[src/rtl/ddr5_cmd_sched_if.sv]
// Request / command bundle between a requester and the DDR5 command scheduler.
// The scheduler uses the slave modport; the requester side uses master.
interface ddr5_cmd_sched_if;
  logic        req_valid;
  logic        req_ready;
  logic        req_write;
  logic [2:0]  req_bg;
  logic        req_ba;
  logic [15:0] req_row;
  logic [9:0]  req_col;
  logic        req_done;
  logic [3:0]  cmd_state;
  logic        cmd_cs;
  logic [2:0]  cmd_bg;
  logic        cmd_ba;
  logic [15:0] cmd_row;
  logic [9:0]  cmd_col;
  logic        busy;

  modport master (
    output req_valid, req_write, req_bg, req_ba, req_row, req_col,
    input  req_ready, req_done, cmd_state, cmd_cs, cmd_bg, cmd_ba,
           cmd_row, cmd_col, busy
  );

  modport slave (
    input  req_valid, req_write, req_bg, req_ba, req_row, req_col,
    output req_ready, req_done, cmd_state, cmd_cs, cmd_bg, cmd_ba,
           cmd_row, cmd_col, busy
  );
endinterface

[src/rtl/ddr5_cmd_sched.sv]
// DDR5 per-request command scheduler: accepts one access, then issues a
// two-cycle ACT followed by a two-cycle RDA/WRA toward the CA packet generator.
// tRCD is timed inside the request; tRC is enforced by 16 per-bank timers.
// Every output comes from a register loaded from the next-state decode, so the
// outputs line up exactly with the FSM state they describe.
module ddr5_cmd_sched #(
  parameter int T_RCD = 8,
  parameter int T_RC  = 24,
  parameter int CNT_W = 6
) (
  input logic              clk,
  input logic              rst,
  ddr5_cmd_sched_if.slave  bus
);

  localparam logic [2:0] S_IDLE = 3'd0;
  localparam logic [2:0] S_WAIT = 3'd1;
  localparam logic [2:0] S_ACT1 = 3'd2;
  localparam logic [2:0] S_ACT2 = 3'd3;
  localparam logic [2:0] S_RCD  = 3'd4;
  localparam logic [2:0] S_CAS1 = 3'd5;
  localparam logic [2:0] S_CAS2 = 3'd6;

  // The timer is loaded on the ACT1 cycle, first seen one cycle later, and the
  // WAIT_BANK exit decision precedes ACT1 by one cycle, hence T_RC-2.
  localparam logic [CNT_W-1:0] TRC_LOAD = CNT_W'(T_RC - 2);
  // RCD_WAIT lasts T_RCD-2 cycles; the counter runs down to zero inclusive.
  localparam logic [CNT_W-1:0] RCD_LOAD = (T_RCD > 2) ? CNT_W'(T_RCD - 3) : '0;
  localparam bit               RCD_SKIP = (T_RCD <= 2);

  logic [2:0]       r_state;
  logic [2:0]       w_next_state;
  logic [CNT_W-1:0] r_rcd_cnt;
  logic [CNT_W-1:0] r_timer [16];
  logic             r_write;
  logic [2:0]       r_bg;
  logic             r_ba;
  logic [15:0]      r_row;
  logic [9:0]       r_col;
  logic             r_ready;
  logic             r_done;
  logic             r_cs;
  logic             r_busy;
  logic [3:0]       r_cmd_state;
  logic [3:0]       w_bank;
  logic             w_bank_busy;
  logic             w_accept;

  // Command code seen by the packet generator for a given FSM state.
  function automatic logic [3:0] f_cmd_code(input logic [2:0] st, input logic wr);
    logic [3:0] code;
    case (st)
      S_ACT1, S_ACT2: code = 4'd8;
      S_CAS1, S_CAS2: code = wr ? 4'd5 : 4'd12;
      default:        code = 4'd0;
    endcase
    return code;
  endfunction

  assign w_bank      = {r_bg, r_ba};
  assign w_bank_busy = (r_timer[w_bank] != '0);
  assign w_accept    = (r_state == S_IDLE) && r_ready && bus.req_valid;

  // Next-state logic for the request sequencer.
  always_comb begin
    w_next_state = r_state;
    case (r_state)
      S_IDLE: begin
        if (w_accept) w_next_state = S_WAIT;
        else          w_next_state = S_IDLE;
      end
      S_WAIT: begin
        if (w_bank_busy) w_next_state = S_WAIT;
        else             w_next_state = S_ACT1;
      end
      S_ACT1: w_next_state = S_ACT2;
      S_ACT2: begin
        if (RCD_SKIP) w_next_state = S_CAS1;
        else          w_next_state = S_RCD;
      end
      S_RCD: begin
        if (r_rcd_cnt == '0) w_next_state = S_CAS1;
        else                 w_next_state = S_RCD;
      end
      S_CAS1:  w_next_state = S_CAS2;
      S_CAS2:  w_next_state = S_IDLE;
      default: w_next_state = S_IDLE;
    endcase
  end

  // State register.
  always_ff @(posedge clk) begin
    if (rst) r_state <= S_IDLE;
    else     r_state <= w_next_state;
  end

  // tRCD countdown: loaded in ACT2, consumed during RCD_WAIT.
  always_ff @(posedge clk) begin
    if (rst)                                    r_rcd_cnt <= '0;
    else if (r_state == S_ACT2)                 r_rcd_cnt <= RCD_LOAD;
    else if ((r_state == S_RCD) && (r_rcd_cnt != '0)) r_rcd_cnt <= r_rcd_cnt - CNT_W'(1);
    else                                        r_rcd_cnt <= r_rcd_cnt;
  end

  // Per-bank tRC timers: reload on ACT1 to the captured bank, else count to zero.
  always_ff @(posedge clk) begin
    for (int i = 0; i < 16; i++) begin
      if (rst)                                          r_timer[i] <= '0;
      else if ((r_state == S_ACT1) && (w_bank == 4'(i))) r_timer[i] <= TRC_LOAD;
      else if (r_timer[i] != '0)                        r_timer[i] <= r_timer[i] - CNT_W'(1);
      else                                              r_timer[i] <= r_timer[i];
    end
  end

  // Request capture; held until the next accept.
  always_ff @(posedge clk) begin
    if (rst) begin
      r_write <= 1'b0;
      r_bg    <= 3'd0;
      r_ba    <= 1'b0;
      r_row   <= 16'd0;
      r_col   <= 10'd0;
    end else if (w_accept) begin
      r_write <= bus.req_write;
      r_bg    <= bus.req_bg;
      r_ba    <= bus.req_ba;
      r_row   <= bus.req_row;
      r_col   <= bus.req_col;
    end else begin
      r_write <= r_write;
      r_bg    <= r_bg;
      r_ba    <= r_ba;
      r_row   <= r_row;
      r_col   <= r_col;
    end
  end

  // Registered status/command outputs decoded from the next state.
  always_ff @(posedge clk) begin
    if (rst) begin
      r_ready     <= 1'b0;
      r_done      <= 1'b0;
      r_cs        <= 1'b0;
      r_busy      <= 1'b0;
      r_cmd_state <= 4'd0;
    end else begin
      r_ready     <= (w_next_state == S_IDLE);
      r_done      <= (w_next_state == S_CAS2);
      r_cs        <= (w_next_state == S_ACT1) || (w_next_state == S_CAS1);
      r_busy      <= (w_next_state != S_IDLE);
      r_cmd_state <= f_cmd_code(w_next_state, r_write);
    end
  end

  assign bus.req_ready = r_ready;
  assign bus.req_done  = r_done;
  assign bus.cmd_cs    = r_cs;
  assign bus.busy      = r_busy;
  assign bus.cmd_state = r_cmd_state;
  assign bus.cmd_bg    = r_bg;
  assign bus.cmd_ba    = r_ba;
  assign bus.cmd_row   = r_row;
  assign bus.cmd_col   = r_col;

endmodule

[src/flat_wrapper.sv]
// flat-port wrapper written by rule: the top's interface ports become plain ports
module ddr5_cmd_sched_flat 
#(
  parameter int T_RCD = 8,
  parameter int T_RC  = 24,
  parameter int CNT_W = 6
)
  (clk, rst, bus_req_valid, bus_req_write, bus_req_bg, bus_req_ba, bus_req_row, bus_req_col, bus_req_ready, bus_req_done, bus_cmd_state, bus_cmd_cs, bus_cmd_bg, bus_cmd_ba, bus_cmd_row, bus_cmd_col, bus_busy);
  ddr5_cmd_sched_if bus_i ();
  input logic clk;
  input logic rst;
  input wire logic [$bits(bus_i.req_valid)-1:0] bus_req_valid;
  input wire logic [$bits(bus_i.req_write)-1:0] bus_req_write;
  input wire logic [$bits(bus_i.req_bg)-1:0] bus_req_bg;
  input wire logic [$bits(bus_i.req_ba)-1:0] bus_req_ba;
  input wire logic [$bits(bus_i.req_row)-1:0] bus_req_row;
  input wire logic [$bits(bus_i.req_col)-1:0] bus_req_col;
  output wire logic [$bits(bus_i.req_ready)-1:0] bus_req_ready;
  output wire logic [$bits(bus_i.req_done)-1:0] bus_req_done;
  output wire logic [$bits(bus_i.cmd_state)-1:0] bus_cmd_state;
  output wire logic [$bits(bus_i.cmd_cs)-1:0] bus_cmd_cs;
  output wire logic [$bits(bus_i.cmd_bg)-1:0] bus_cmd_bg;
  output wire logic [$bits(bus_i.cmd_ba)-1:0] bus_cmd_ba;
  output wire logic [$bits(bus_i.cmd_row)-1:0] bus_cmd_row;
  output wire logic [$bits(bus_i.cmd_col)-1:0] bus_cmd_col;
  output wire logic [$bits(bus_i.busy)-1:0] bus_busy;
  assign bus_i.req_valid = bus_req_valid;
  assign bus_i.req_write = bus_req_write;
  assign bus_i.req_bg = bus_req_bg;
  assign bus_i.req_ba = bus_req_ba;
  assign bus_i.req_row = bus_req_row;
  assign bus_i.req_col = bus_req_col;
  assign bus_req_ready = bus_i.req_ready;
  assign bus_req_done = bus_i.req_done;
  assign bus_cmd_state = bus_i.cmd_state;
  assign bus_cmd_cs = bus_i.cmd_cs;
  assign bus_cmd_bg = bus_i.cmd_bg;
  assign bus_cmd_ba = bus_i.cmd_ba;
  assign bus_cmd_row = bus_i.cmd_row;
  assign bus_cmd_col = bus_i.cmd_col;
  assign bus_busy = bus_i.busy;
  ddr5_cmd_sched #(.T_RCD(T_RCD), .T_RC(T_RC), .CNT_W(CNT_W)) u_core (.clk(clk), .rst(rst), .bus(bus_i));
endmodule
[config.mk]
export PLATFORM = sky130hd
export DESIGN_NAME = ddr5_cmd_sched_flat
export DESIGN_NICKNAME = d
export VERILOG_FILES = /design/src/rtl/ddr5_cmd_sched_if.sv /design/src/rtl/ddr5_cmd_sched.sv /design/src/flat_wrapper.sv
export SDC_FILE = /design/constraint.sdc
export NUM_CORES = 1
export LEC_CHECK = 0
export CAP_MARGIN = 5
export CORE_AREA = 2 2 123 125
export CTS_CLUSTER_SIZE = 24
export DETAILED_ROUTE_END_ITERATION = 12
export DIE_AREA = 0 0 125 127
export PLACE_DENSITY = 0.72
export SLEW_MARGIN = 25
export SYNTH_ARGS = -nofsm -noshare
export SYNTH_HDL_FRONTEND = slang
export SYNTH_SLANG_ARGS = --single-unit
[constraint.sdc]
create_clock -name clk -period 2.3 [get_ports clk]
set_input_delay 0.46 -clock clk [delete_from_list [all_inputs] [get_ports clk]]
set_output_delay 0.46 -clock clk [all_outputs]
set_load 0.05 [all_outputs]
==> results of run 1 <==
layout make-up:
cell class              instances  area (um^2)  share of cell area [%]
flip-flops and latches        147         3900                    44.6
well taps                     184          230                    2.63
multi-input cells             540         3000                    34.3
repair buffers                 97          906                    10.4
clock inverters                12          131                    1.50
inverters                      35          131                    1.50
clock buffers                  20          447                    5.11
what timing repair did:
action | CTS | global route
buffers inserted | 2 | 1
pin swaps | 1 | 0
hold buffers | 0 | 0
gates resized for setup | 0 | 1
endpoints found under the setup margin | 4 | 4
state kept, by name, indices dropped and copies added, names as in the netlist, named ones only:
name and count:
u_core.bus.cmd_cs 1, u_core.bus.req_done 1, u_core.bus.busy 1, u_core.r_write 1
u_core.bus.cmd_state 3, u_core.bus.cmd_ba 1, u_core.bus.req_ready 1, u_core.bus.cmd_row 16
u_core.r_timer 96, u_core.bus.cmd_col 10, u_core.r_state 3, u_core.r_rcd_cnt 6
u_core.bus.cmd_bg 3
final timing paths:
path                            slack, ns               endpoint  depth (start not counted)
worst max-delay path                -0.13      u_core.r_state[1]                          6
worst min-delay path                 0.45  u_core.bus.cmd_row[2]                          2
worst max register to register      -0.13      u_core.r_state[1]                          6
worst min register to register       0.45  u_core.bus.cmd_row[2]                          2
worst max-delay path, delay by kind of cell (launching register included):
| family | cells | cell delay (ns) |
|---|---|---|
| compound gates | 3 | 0.81 |
| flops | 1 | 0.39 |
| mux | 1 | 0.27 |
| simple gates | 2 | 0.86 |
power groups by stage:
stage	combinational, mW	sequential (mW)	clock (mW)
finish	4.19	4.64	2.71
CTS	4.16	4.62	2.75
global route	4.65	4.75	2.86
global placement	3.90	4.61	0
floorplan	2.86	4.75	0
detailed placement	4.07	4.67	0
routing by layer:
metal / up-vias / share of wire [%]
met3: 32 / 7.2
met5: - / 0
met1: 2684 / 43
li1: 2799 / -
met4: 0 / 2.2
met2: 185 / 48
synth_stat cells, types with 3 or more instances:
cell	number	share of area [%]
a211oi_1	3	0.32
a21oi_1	65	4.6
a31oi_1	7	0.61
and3_1	3	0.26
clkbuf_1	17	0.89
dfxtp_1	51	14
edfxtp_1	96	40
ha_1	19	3.3
inv_1	35	1.8
nand2_1	133	7.0
nand2b_1	10	0.88
nand3_1	17	1.2
nand3b_1	7	0.74
nor2_1	86	4.5
nor2b_1	5	0.44
nor3_1	24	1.7
nor3b_1	5	0.53
nor4_1	14	1.2
o21ai_0	6	0.42
o21ai_1	43	3.0
o31ai_1	10	1.1
or3_1	3	0.26
or4_1	4	0.42
xnor2_1	32	3.9
xor2_1	25	3.1
kinds of logic (layout without fill, tap and decap cells):
family	count (synthesis)	count (layout)	synth area share (%)
adder cells (fa/ha/maj)	19	19	3.33
XOR/XNOR	57	57	6.98
multiplexers	1	1	0.210
AO/OA/AOI/OAI	144	144	11.3
buffers and inverters	58	164	3.52
AND/OR/NAND/NOR	318	318	20.0
flip-flops	147	147	54.6
other	1	1	0.0525
==> results.md, run 1 <==
- GRT overflow: 0
- Clock transition at path regs: ~0.060 ns
- Clock Skew: about 0.0064 ns
- Remaining antenna violation count: 0
- Failing checks: setup timing
- Port Buffers: 70
- # fillers: approximately 1200
- Ant diodes: 0
- Post-Synthesis Mean Instance Area: 9.59 um^2
- CP startpoint kind: flip-flop
- Layout Nets: 891
- CP max stage delay: 0.56 ns
- Layout Cells excl Fill: 1035
- P per Cell Area: about 1300 nW/um^2
- CTS tree: done
- GR peak layer: met2
- Wirelength per Cell: 15.1 um
- Relative slew margins: approximately 49%
- Via Count: 5700
- # setup viols final: 4
- Critical path capture point type: flip-flop
- First-pass GRT wire length: around 27000 um
- Clk root buf: clkbuf_16
- Endpoints failing hold: 0
- Io pins: approximately 70
- Number of flops mapped to enable cells by yosys: between 90 and 100
- Die area: between 15000 and 20000 um^2
- PnR worst setup slack: -0.129 ns
- DRC: 0
- Met1 track demand over resource: around 25%
- Placed Cells incl. Taps: 1000
- Ratio of cells with drive above 1 in the final layout: approximately 8.5%
- Area grow syn2layout: 22.4%
- Vias in the first global route: between 5000 and 6000
- Crit path arrival time: ~2.8 ns
- Fin Setup TNS: -0.277 ns
- Post-place setup slack: -0.120 ns
- Logic pwr share: roughly 36%
- DP Area: between 8000 and 9000 um^2
- Final Instance Area: slightly below 9000 um^2
- Core area: 14400 um^2
- Internal cell power: between 7 and 8 mW
- Slowest CP cell: or4_4
- Met2 usage in global routing: about a third
- Grt met3 use: 6.66%
- Yosys synthesis warning count: 0
- Async set-reset flop share out of synthesis: 0%
- Switching pwr: approximately 4.2 mW
- LEAKAGE: 3.32 nW
- Post-Syn Area: 7150 um^2
- Tot Pwr: around 12 mW
- Syn nets: ~800
- Tmin final: ~2.4 ns
- H-Tree Depth: 4
- Top_reg_cell synth: edfxtp_1
- GRT Total Usage: 20.5%
- Die Height: around 130 um
- Worst-path cell chain: or4_4 -> mux2_4 -> or3_1 -> a221o_1 -> a32o_2 -> a221oi_2
- Maximum number of pins on one net before global-route repair: 49
- Iteration-0 DRC count of the detailed router: around 370
- Status: finished with violations
- Vias per Instance: around 5.5
- Crit Path Class: reg2reg
- Critical Path RT: approximately 2.6 ns
- Clk buf depth: 2
- # rows: 44
- Sw frac: 36.2%
- RSZ-0062 raised after global routing: yes
- Max Cap Viol: 0
- Mapped Cells: 745
- Detailed Place HPWL: around 11000 um
- CTS Sinks: ~150
- Die Span X: around 130 um
- Clock power share: a little under a quarter
- Worst hold-check path type: reg2reg
- Starting Density: approximately half
- Final WL: approximately 16000 um
- Reg2reg start: u_core.r_timer[14][1]
- DR pass1 iterations: 7
- Peak VDD IR: around 0.78 mV
- Most frequent cells in the layout: nand2_1, edfxtp_1, nor2_1, clkdlybuf4s50_1, a21oi_1
- Num CTS Buffers: 17
- Period utilization: 106%
- Fmax: around 0.4 GHz
- Hold Slack: about 0.45 ns
- Core Util, Final: between 60% and 70%
- Worst skew pair latency: 0.42 ns
- Placer Congestion: between 0.8 and 0.9
- Count of cell types in the netlist: between 40 and 50
- Sequential fraction of design power: roughly two fifths
- Most common cell after layout, fill and taps aside: nand2_1
- Seq/Total Area, Yosys: 54.6%
- Hold Path Origin: u_core.bus.cmd_row[2]
- Slew @ Worst Pin: approximately 0.75 ns
- Setup crit start: u_core.r_timer[14][1]
- Max-slew violation count: 0
- Worst-path maximum fanout: 4
- #FFs+latches synth: 147
- Initial antenna violation count: 0
Power figures use the tool's default switching activity.
==> run 2: changes to the inputs <==
Settings changed: CORE_AREA 2 2 123 125 to 2 2 130 132, DIE_AREA 0 0 125 127 to 0 0 132 134, PLACE_DENSITY 0.72 to 0.66.
==> results.md, run 2 (synthesis results as in run 1) <==
- Layout Nets: 899
- Starting Density: between 40% and 50%
- Status: finished with violations
- Iteration-0 DRC count of the detailed router: between 200 and 300
- Most common cell after layout, fill and taps aside: nand2_1
- Cell family with the largest share of critical-path delay: simple AND/OR/NAND/NOR gates
- Core area: ~16000 um^2
- CP startpoint kind: flip-flop
- Most frequent cells in the layout: nand2_1, edfxtp_1, nor2_1, clkdlybuf4s50_1, a21oi_1
- Tot Pwr: about 11 mW
- Worst-path maximum fanout: 4
- Vias per Instance: 5.15
- GRT Total Usage: a little under a fifth
- Final Instance Area: between 8000 and 9000 um^2
- WL met2: 6840 um
- Tmin final: about 2.4 ns
- Peak VDD IR: approximately 0.6 mV
- Die Height: between 100 and 150 um
- Area grow syn2layout: 23.5%
- Crit Path Class: reg2reg
- H-Tree Depth: 4
- Wirelength per Cell: about 14 um
- LEAKAGE: 3.37 nW
- Vias in the first global route: between 5000 and 6000
- GRT overflow: 0
- Max-slew violation count: 0
- Placer Congestion: between 0.8 and 0.9
- P per Cell Area: about 1300 nW/um^2
- Die Span X: about 130 um
- Worst hold-check path type: reg2reg
- # setup viols final: 4
- DRC: 0
- Total routed wire length on the met1 layer: 6900 um
- Period utilization: 105%
- Metal3 WL: 1140 um
- Post-place setup slack: -0.110 ns
- Critical Path RT: 2.64 ns
- Max Cap Viol: 0
- Clock Skew: 0.00973 ns
- Reg with most FFs: u_core.r_timer
- Maximum number of pins on one net before global-route repair: 32
- Clock transition at path regs: ~0.070 ns
- Endpoints failing hold: 0
- Max FFs per register: between 90 and 100
- Crit path arrival time: around 2.8 ns
- Final WL: 15100 um
- PnR worst setup slack: -0.106 ns
- First-pass GRT wire length: 25900 um
- Clk buf depth: 2
- Num CTS Buffers: 17
- Top Layer Used: met4
- Placed Cells incl. Taps: 1045
- Worst skew pair latency: 0.43 ns
- CTS Sinks: around 150
- Slowest CP cell: or4_4
- Io pins: 72
- Via Count: between 5000 and 6000
- Remaining antenna violation count: 0
- Worst-path cell chain: or4_4 -> mux2_4 -> or3_1 -> a221o_1 -> a32o_2 -> a221oi_2
- CTS tree: done
- Failing checks: setup timing
- Ratio of cells with drive above 1 in the final layout: 9.20%
- Hold Slack: 0.453 ns
- Die area: approximately 18000 um^2
- Detailed Place HPWL: between 10000 and 15000 um
- Layout Cells excl Fill: ~1100
- CP max stage delay: roughly 0.55 ns
- DR pass1 iterations: 5
- Clk root buf: clkbuf_16
- DP Area: around 8200 um^2
- Relative slew margins: 53.5%
- # rows: between 40 and 50
- Critical path capture point type: flip-flop
- Ant diodes: 0
- Port Buffers: 70
- RSZ-0062 raised after global routing: yes
- Fmax: just over 0.4 GHz
- Slew @ Worst Pin: ~0.7 ns
- CP bufs+invs: 0
- Initial antenna violation count: 0
run 2: changes by cell type in the layout (fill, tap and decap cells not counted), sizes merged:
cell / before / now
clkinvlp: 4 / 0
bufinv: 2 / 0
clkbuf: 20 / 17
buf: 30 / 36
clkdlybuf4s50: 67 / 69
clkinv: 4 / 3
inv: 37 / 47
run 2: final cells by class:
type	instances	area (um^2)
fill	1487	7460
sequential	147	3900
multi-input combinational	540	3000
timing repair buffer	105	958
clock buffer	17	425
tap	220	275
clock inverter	15	136
inverter	35	131
run 2: layer usage:
metal	track usage, %	vias to the layer above
met4	7.00	0
met2	28.6	122
met5	0	-
met1	23.0	2588
li1	-	2822
met3	6.58	23
run 2: where the power goes:
| part | internal [mW] | switching (mW) | leakage [nW] |
|---|---|---|---|
| Combinational | 1.81 | 2.35 | 1.58 |
| Clock | 1.43 | 1.22 | 0.281 |
| Sequential | 3.96 | 0.652 | 1.51 |
run 2: through the flow:
| step | setup TNS (ns) | util (%) |
|---|---|---|
| after detailed placement | -0.247 | 50.6 |
| after global placement | -0.121 | 50.6 |
| after global routing | -0.496 | 54.2 |
| final | -0.217 | 54.2 |
| after floorplan | 0 | - |
| after CTS | -0.243 | 54.2 |
run 2: worst register-to-register path: cells and delay by family, from the launching register on:
kind	cells	cell delay [ns]
AO/OA/AOI/OAI	3	0.80
flip-flops	1	0.40
multiplexers	1	0.27
AND/OR/NAND/NOR	2	0.85
run 2: path summary, 6_finish.rpt:
kind,startpoint,endpoint,slack (ns),cells after the start
max reg2reg,u_core.r_timer[12][5],u_core.r_state[1],-0.11,6
max,u_core.r_timer[12][5],u_core.r_state[1],-0.11,6
min,u_core.bus.cmd_row[11],u_core.bus.cmd_row[11],0.45,2
min reg2reg,u_core.bus.cmd_row[11],u_core.bus.cmd_row[11],0.45,2
run 2: timing repair:
item | CTS | global route
endpoints found under the setup margin | 4 | 4
gates resized for setup | 0 | 1
cloned | 0 | 0
hold buffers | 0 | 0
buffers inserted | 2 | 0
==> run 3: changes to the inputs <==
Settings changed: ABC_CLOCK_PERIOD_IN_PS set to 2300.
==> results of run 3 <==
The final DEF is identical to that of run 2; final timing and power are the same.
